==> src/rtl/register_file_param.sv <==
// Parameterised 2-read/1-write register file with optional zero register,
// optional write-to-read forwarding and a one-register-per-cycle clear sweep.
module register_file_param #(
   parameter int unsigned DATA_W   = 32,
   parameter int unsigned ADDR_W   = 5,
   parameter int unsigned ZERO_REG = 1,
   parameter int unsigned BYPASS   = 1
) (
   input  logic              clk,
   input  logic              rst_n,
   input  logic              we,
   input  logic [ADDR_W-1:0] waddr,
   input  logic [DATA_W-1:0] wdata,
   input  logic [ADDR_W-1:0] raddr1,
   input  logic [ADDR_W-1:0] raddr2,
   output logic [DATA_W-1:0] rdata1,
   output logic [DATA_W-1:0] rdata2,
   input  logic              clr,
   output logic              busy
);

   localparam int unsigned DEPTH = 2**ADDR_W;

   typedef enum logic {IDLE, CLEAR} state_t;

   state_t            state, state_nx;
   logic [ADDR_W-1:0] cnt, cnt_nx;
   logic [DATA_W-1:0] mem [DEPTH];
   logic [DEPTH-1:0]  wsel;
   logic              wr_en;

   always_ff @(posedge clk or negedge rst_n) begin
      if (!rst_n) begin
         state <= IDLE;
         cnt   <= '0;
      end else begin
         state <= state_nx;
         cnt   <= cnt_nx;
      end
   end

   always_comb begin
      state_nx = state;
      cnt_nx   = cnt;
      busy     = 1'b0;
      case (state)
         IDLE: begin
            if (clr) begin
               state_nx = CLEAR;
               cnt_nx   = '0;
            end
         end
         CLEAR: begin
            busy = 1'b1;
            // Last register of the sweep: return to IDLE rather than wrapping.
            if (cnt == '1) begin
               state_nx = IDLE;
               cnt_nx   = '0;
            end else begin
               cnt_nx = cnt + ADDR_W'(1);
            end
         end
         default: begin
            state_nx = IDLE;
            cnt_nx   = '0;
         end
      endcase
   end

   always_comb begin
      wr_en = we && !busy && !((ZERO_REG != 0) && (waddr == '0));
      wsel  = '0;
      for (int unsigned i = 0; i < DEPTH; i++) begin
         wsel[i] = wr_en && (waddr == ADDR_W'(i));
      end
   end

   always_ff @(posedge clk or negedge rst_n) begin
      if (!rst_n) begin
         for (int unsigned i = 0; i < DEPTH; i++) begin
            mem[i] <= '0;
         end
      end else begin
         for (int unsigned i = 0; i < DEPTH; i++) begin
            if (busy && (cnt == ADDR_W'(i))) begin
               mem[i] <= '0;
            end else if (wsel[i]) begin
               mem[i] <= wdata;
            end
         end
      end
   end

   // Zero register wins over forwarding; forwarding only follows effective writes.
   always_comb begin
      rdata1 = mem[raddr1];
      rdata2 = mem[raddr2];
      if ((BYPASS != 0) && wr_en && (waddr == raddr1)) rdata1 = wdata;
      if ((BYPASS != 0) && wr_en && (waddr == raddr2)) rdata2 = wdata;
      if ((ZERO_REG != 0) && (raddr1 == '0)) rdata1 = '0;
      if ((ZERO_REG != 0) && (raddr2 == '0)) rdata2 = '0;
   end

endmodule
==> config.mk <==
export PLATFORM = sky130hd
export DESIGN_NAME = register_file_param
export DESIGN_NICKNAME = d
export VERILOG_FILES = /design/src/rtl/register_file_param.sv
export SDC_FILE = /design/constraint.sdc
export NUM_CORES = 2
export LEC_CHECK = 0
export BUFFER_PORTS_ARGS = -buffer_cell sky130_fd_sc_hd__buf_2
export CAP_MARGIN = 40
export CELL_PAD_IN_SITES_DETAIL_PLACEMENT = 1
export CELL_PAD_IN_SITES_GLOBAL_PLACEMENT = 2
export CORE_MARGIN = 5
export CORE_UTILIZATION = 40
export CTS_CLUSTER_SIZE = 10
export DETAILED_ROUTE_END_ITERATION = 7
export GPL_TIMING_DRIVEN = 1
export PLACE_DENSITY_LB_ADDON = 0.1
export SETUP_SLACK_MARGIN = 0.1
export SLEW_MARGIN = 20
export SYNTH_ARGS = -nofsm -noshare
export SYNTH_HDL_FRONTEND = slang
export SYNTH_SLANG_ARGS = --single-unit
==> constraint.sdc <==
create_clock -name clk -period 2.6 [get_ports clk]
set_clock_uncertainty 0.05 [all_clocks]
set_input_delay 0.39 -clock clk [delete_from_list [all_inputs] [get_ports clk]]
set_output_delay 0.39 -clock clk [all_outputs]
set_load 0.005 [all_outputs]
### Word-level counts from Yosys, hierarchy flattened

Index checks and enable logic that the tools add are counted.

| word-level totals | value |
|---|---|
| output and inout bits | 65 |
| register bits | 1030 |
| logic and storage cells | 292 |

| cells by class | value |
|---|---|
| add/sub/neg operators | 1 |
| equality and inequality tests | 65 |
| multiplexer cells | 81 |
| order comparisons | 2 |
| bitwise gates (word level) | 3 |
| reductions and logical operators | 106 |

Operators with widths:

| cell | number |
|---|---|
| $mux 32 | 72 |
| $bmux 32 s5 | 2 |
| $eq 5x5->1 const B | 32 |
| $eq 5x4->1 const B | 16 |
| $logic_and 1x1->1 | 68 |
| $reduce_bool 2->1 | 32 |
| $eq 5x3->1 const B | 8 |
| $eq 5x2->1 const B | 4 |
| $logic_not 5->1 | 4 |
| $ge 6x6->1 const B | 2 |
| $not 5->6 | 2 |
| $eq 5x1->1 const B | 2 |
| $eq 5x5->1 | 2 |
| $mux 5 | 2 |
| $pmux 5 s2 | 1 |
| $add 5x1->5 const B | 1 |
| $mux 1 | 3 |
| $logic_not 1->1 | 2 |
| $ne 2x2->1 const B | 1 |
| $pmux 1 s2 | 1 |
| $not 1->1 | 1 |

### Depth between registers and ports, before layout

| depth | value |
|---|---|
| depth after elaboration | 7 |
| mapped depth | 10 |

### Worst setup path before layout

OpenSTA, ideal clock, no wires.

| timing | value |
|---|---|
| path kind | input-to-output |
| start | in raddr1[0] |
| end | out rdata1[21] |
| slack | 0.227 ns |
| path buffers | 2 |
| data arrival time | 1.933 ns |
| data required time | 2.160 ns |
| stages on the path | 6 |
| path through | buf_6 > buf_2 > mux4_2 > o311ai_0 > nor2_1 > a211o_1 |

| between the ends | value |
|---|---|
| longest elaborated chain between the ends | 6 |
| elaborated cells between the ends (all ways) | 9 |

Ends and longest elaborated chain:

| what | line | source |
|---|---|---|
| from (decl) | 14 | `input logic [ADDR_W-1:0] raddr1,` |
| $not 5->6 (not written as such) | 96 | `rdata1 = mem[raddr1];` |
| $bmux 32 s5 | 96 |  |
| $mux 32 (not written as such) (2 in series) | 96 |  |
| $mux 32 | 98 | `if ((BYPASS != 0) && wr_en && (waddr == raddr1)) rdata1 = wdata;` |
| $mux 32 (*) | 100 | `if ((ZERO_REG != 0) && (raddr1 == '0)) rdata1 = '0;` |
| to (decl) | 16 | `output logic [DATA_W-1:0] rdata1,` |

Mark *: on every way between the ends. The rest lies on a longest branch, timed or not. The select of a mux whose other input is x is not followed.

### Worst setup path after layout

| timing | value |
|---|---|
| start | reg state |
| end | out rdata2[20] |

| between the ends | value |
|---|---|
| longest elaborated chain between the ends | 7 |

Ends and longest elaborated chain:

| what | line | source |
|---|---|---|
| from (decl) | 26 | `state_t state, state_nx;` |
| from (signal assigned) | 37 | `state <= state_nx;` |
| $mux 1 | 46 | `case (state)` |
| $logic_not 1->1 | 71 | `wr_en = we && !busy && !((ZERO_REG != 0) && (waddr == '0));` |
| $logic_and 1x1->1 (2 in series) | 71 |  |
| $logic_and 1x1->1 | 99 | `if ((BYPASS != 0) && wr_en && (waddr == raddr2)) rdata2 = wdata;` |
| $mux 32 | 99 |  |
| $mux 32 | 101 | `if ((ZERO_REG != 0) && (raddr2 == '0)) rdata2 = '0;` |
| to (decl) | 17 | `output logic [DATA_W-1:0] rdata2,` |

Every way passes these cells.

==> flow_summary.yaml <==
outcome:
  status: "finished with violations"
  violations: "negative setup slack"
setup_path:
  cp_cell_sequence: "nor2b_2 -> o41a_1 -> buf_6 -> buf_6 -> nand4_4 -> buf_8 -> buf_12 -> buf_12 -> o22ai_4 -> buf_6 -> nor2_2 -> buf_2"
  r2r_start: "state$_DFF_PN0_"
  cp_num_buf_inv: 7
  crit_fanout: 6
  critPathTopFamily: "buffers and inverters"
  cp.arrival_ns: 2.96
  slowest_delay_ns: 0.42
  timing.critical_path.mode_cell: "buf_6"
  criticalPathCategory: "reg2out"
  reg2reg_slack_ns: 0.11
  worst_setup_path_start_kind: "register"
  reg2regPathDepth: 10
  cp-end-kind: "primary output"
  r2r-end: "mem[23]$_DFFE_PN0P_"
  cp_slowest_cell: "dfrtp_1"
  critPathRequiredTime_ns: 2.16
synthesis:
  synth-simple-area-share_pct: 15.98
  ys_seq_elements: 1030
  yosys.area.top_type: "dfrtp_1"
  synth_compound_area_share_pct: 14.85
  synthFlopType: "dfrtp_1"
  synth-async-reset-ratio_pct: 100.0
  syn-num-nets: 6378
  synth_enable_flop_cells: 0
  synthTopCellsByCount: "nand2_1, a21oi_1, dfrtp_1, clkbuf_1, mux2i_1"
  yosys.cell_count.top_type: "nand2_1"
  synth_top_family_by_area: "multiplexers"
  avgSynthCellArea_um2: 9.282
  netlist_area_mm2: 0.05867
  synth_adder_area_share_pct: 0.1280
  synthXorXnorAreaFrac_pct: 0.1791
  yosysWarnings: 0
  ys_seq_area_share_pct: 43.93
  synth.area.top_cells: "dfrtp_1, mux4_2, nand2_1"
  synth_mux_area_share_pct: 19.62
  synthDistinctLibCells: 69
  synthCells: 6321
  yosys.area.top_type_share_pct: 43.93
sta:
  setup_tns_ns: -40.41
  final-hold-violation-count: 0
  max_clock_freq_ghz: 0.2937
  slew_headroom_pct: 47.72
  holdWs_ns: 0.04125
  rsz0062_at_grt: "yes"
  maxSlewViolCount: 0
  min_period_over_period_pct: 130.9
  setup_slack_ns: -0.8044
  min_period_ns: 3.404
  setup_violations: 64
  worst-slew-pin-transition_ns: 0.7760
placement:
  postPlaceCellArea_mm2: 0.06758
  place_congestion: 0.9379
  dp_hpwl_um: 210800
  post-place-ws_ns: -1.223
  io_buffer_count: 115
cts:
  insertion_delay_ns: 0.76
  clockBufferDepth: 3
  clock-root-buffer: "clkbuf_16"
  cts_tree: "done"
  clkTransAtPathRegs_ns: 0.05
  cts_sinks: 1030
  htree_levels: 4
  cts_buffers: 131
grt:
  grt_pass1_vias: 59310
  antenna_found_initial: 12
  grt_pass1_wl_um: 451600
  track_usage_pct: 41.22
  overflow: 0
  grt_max_degree: 104
drt:
  vias: 58080
  drt_iter0_drc: 6551
  vias_per_cell: 6.591
  route.detailed.drc: 0
  dr.pass1.iters: 6
  detail_route.wl_per_cell_um: 36.49
  antenna_left: 0
  routed_wl_um: 321500
cells_and_area:
  stdcell_area_mm2: 0.07420
  final_nets: 6858
  drive_gt1_share_pct: 26.57
  final_core_util_pct: 50.91
  area_growth_pct: 26.46
die:
  die_area_mm2: 0.1544
  fp-row-count: 140
  dieWidth_um: 393.0
  core_mm2: 0.1457
  pin_count: 116
  die_h_um: 393.0
  start_util_pct: 40.26
hold_path:
  worstHoldPathType: "in2async"
power:
  total_leakage_power_nw: 31.43
  ir_worst_vdd_uv: 537.3
  power_density_mw_per_mm2: 698.4
job:
  cap_violations: 0
==> placed cells by master (no fill, tap or decap), types with 17 or more instances in the layout <==
| cell type | count |
|---|---|
| a21oi_1 | 1032 |
| a221oi_1 | 66 |
| a221oi_2 | 17 |
| a22oi_1 | 53 |
| and2_1 | 37 |
| buf_12 | 187 |
| buf_2 | 96 |
| buf_4 | 627 |
| buf_6 | 44 |
| clkbuf_1 | 46 |
| clkbuf_16 | 142 |
| clkbuf_8 | 22 |
| dfrtp_1 | 1030 |
| mux2i_1 | 347 |
| mux4_2 | 352 |
| nand2_1 | 2051 |
| nand2_2 | 41 |
| nand2b_1 | 19 |
| nand3_1 | 18 |
| nor2_1 | 56 |
| nor2_4 | 64 |
| nor2b_1 | 18 |
| o211ai_1 | 26 |
| o21ai_0 | 25 |
| o21ai_1 | 27 |
| o21ai_2 | 32 |
| o22ai_1 | 41 |
==> state kept, by name (all words and copies together) (netlist names) <==
register,flops
cnt,5
mem,1024
state,1
==> per-layer routing <==
layer | global-route usage, % | vias to the layer above | share of wire, %
met5 | 0 | - | 0.012
met4 | 22.64 | 6 | 6.4
met3 | 11.25 | 1073 | 11
met2 | 62.05 | 3529 | 44
met1 | 54.14 | 30360 | 39
li1 | - | 23110 | -
==> worst max-delay path by stage <==
stage | start | endpoint | slack [ns] | cells after the start
finish | state$_DFF_PN0_ | rdata2[20] | -0.80 | 12
global route | state$_DFF_PN0_ | rdata2[20] | -0.83 | 12
CTS | state$_DFF_PN0_ | rdata2[21] | -0.74 | 12
detailed placement | raddr2[0] | rdata2[14] | -1.22 | 10
global placement | raddr2[0] | rdata2[14] | -1.23 | 10
floorplan | raddr1[0] | rdata1[21] | 0.23 | 6
==> area by class of cell <==
cell class | count | area, um^2
flip-flops and latches | 1030 | 25770
repair buffers | 987 | 9998
diodes | 10 | 25.02
clock inverters | 9 | 85.08
well taps | 1917 | 2399
fillers | 16130 | 71540
clock buffers | 207 | 3965
inverters | 10 | 37.54
multi-input cells | 4641 | 31910
==> metrics by stage <==
step           total power [W]  instances
2_1_floorplan          0.02656       6321
5_1_grt                0.05344       8804
4_1_cts                0.05135       8784
6_report               0.05182       8811
3_3_place_gp           0.03246       8524
3_5_place_dp           0.03300       8527
==> repair_timing <==
| action | CTS | global route |
|---|---|---|
| hold endpoints to repair | 592 | 0 |
| gates cloned | 2 | 2 |
| pin swaps | 49 | 34 |
| setup endpoints to repair | 64 | 156 |
| resized for setup | 283 | 136 |
| buffers inserted | 29 | 18 |
| hold buffers | 13 | 0 |
==> power by group <==
group / total [W] / leakage, nW / switching (W) / internal [W]
Combinational: 0.0133 / 15.2 / 0.00778 / 0.00553
Sequential: 0.0205 / 14.3 / 0.00209 / 0.0184
Clock: 0.0180 / 1.98 / 0.00752 / 0.0105
Total: 0.0518 / 31.4 / 0.0174 / 0.0344
==> kinds of logic after synthesis <==
kind of cell	Yosys count
AO/OA/AOI/OAI	1527
XOR/XNOR	12
adder cells (fa/ha/maj)	6
buffers and inverters	650
flip-flops	1030
multiplexers	710
AND/OR/NAND/NOR	2386
(Power assumes the default switching activity.)
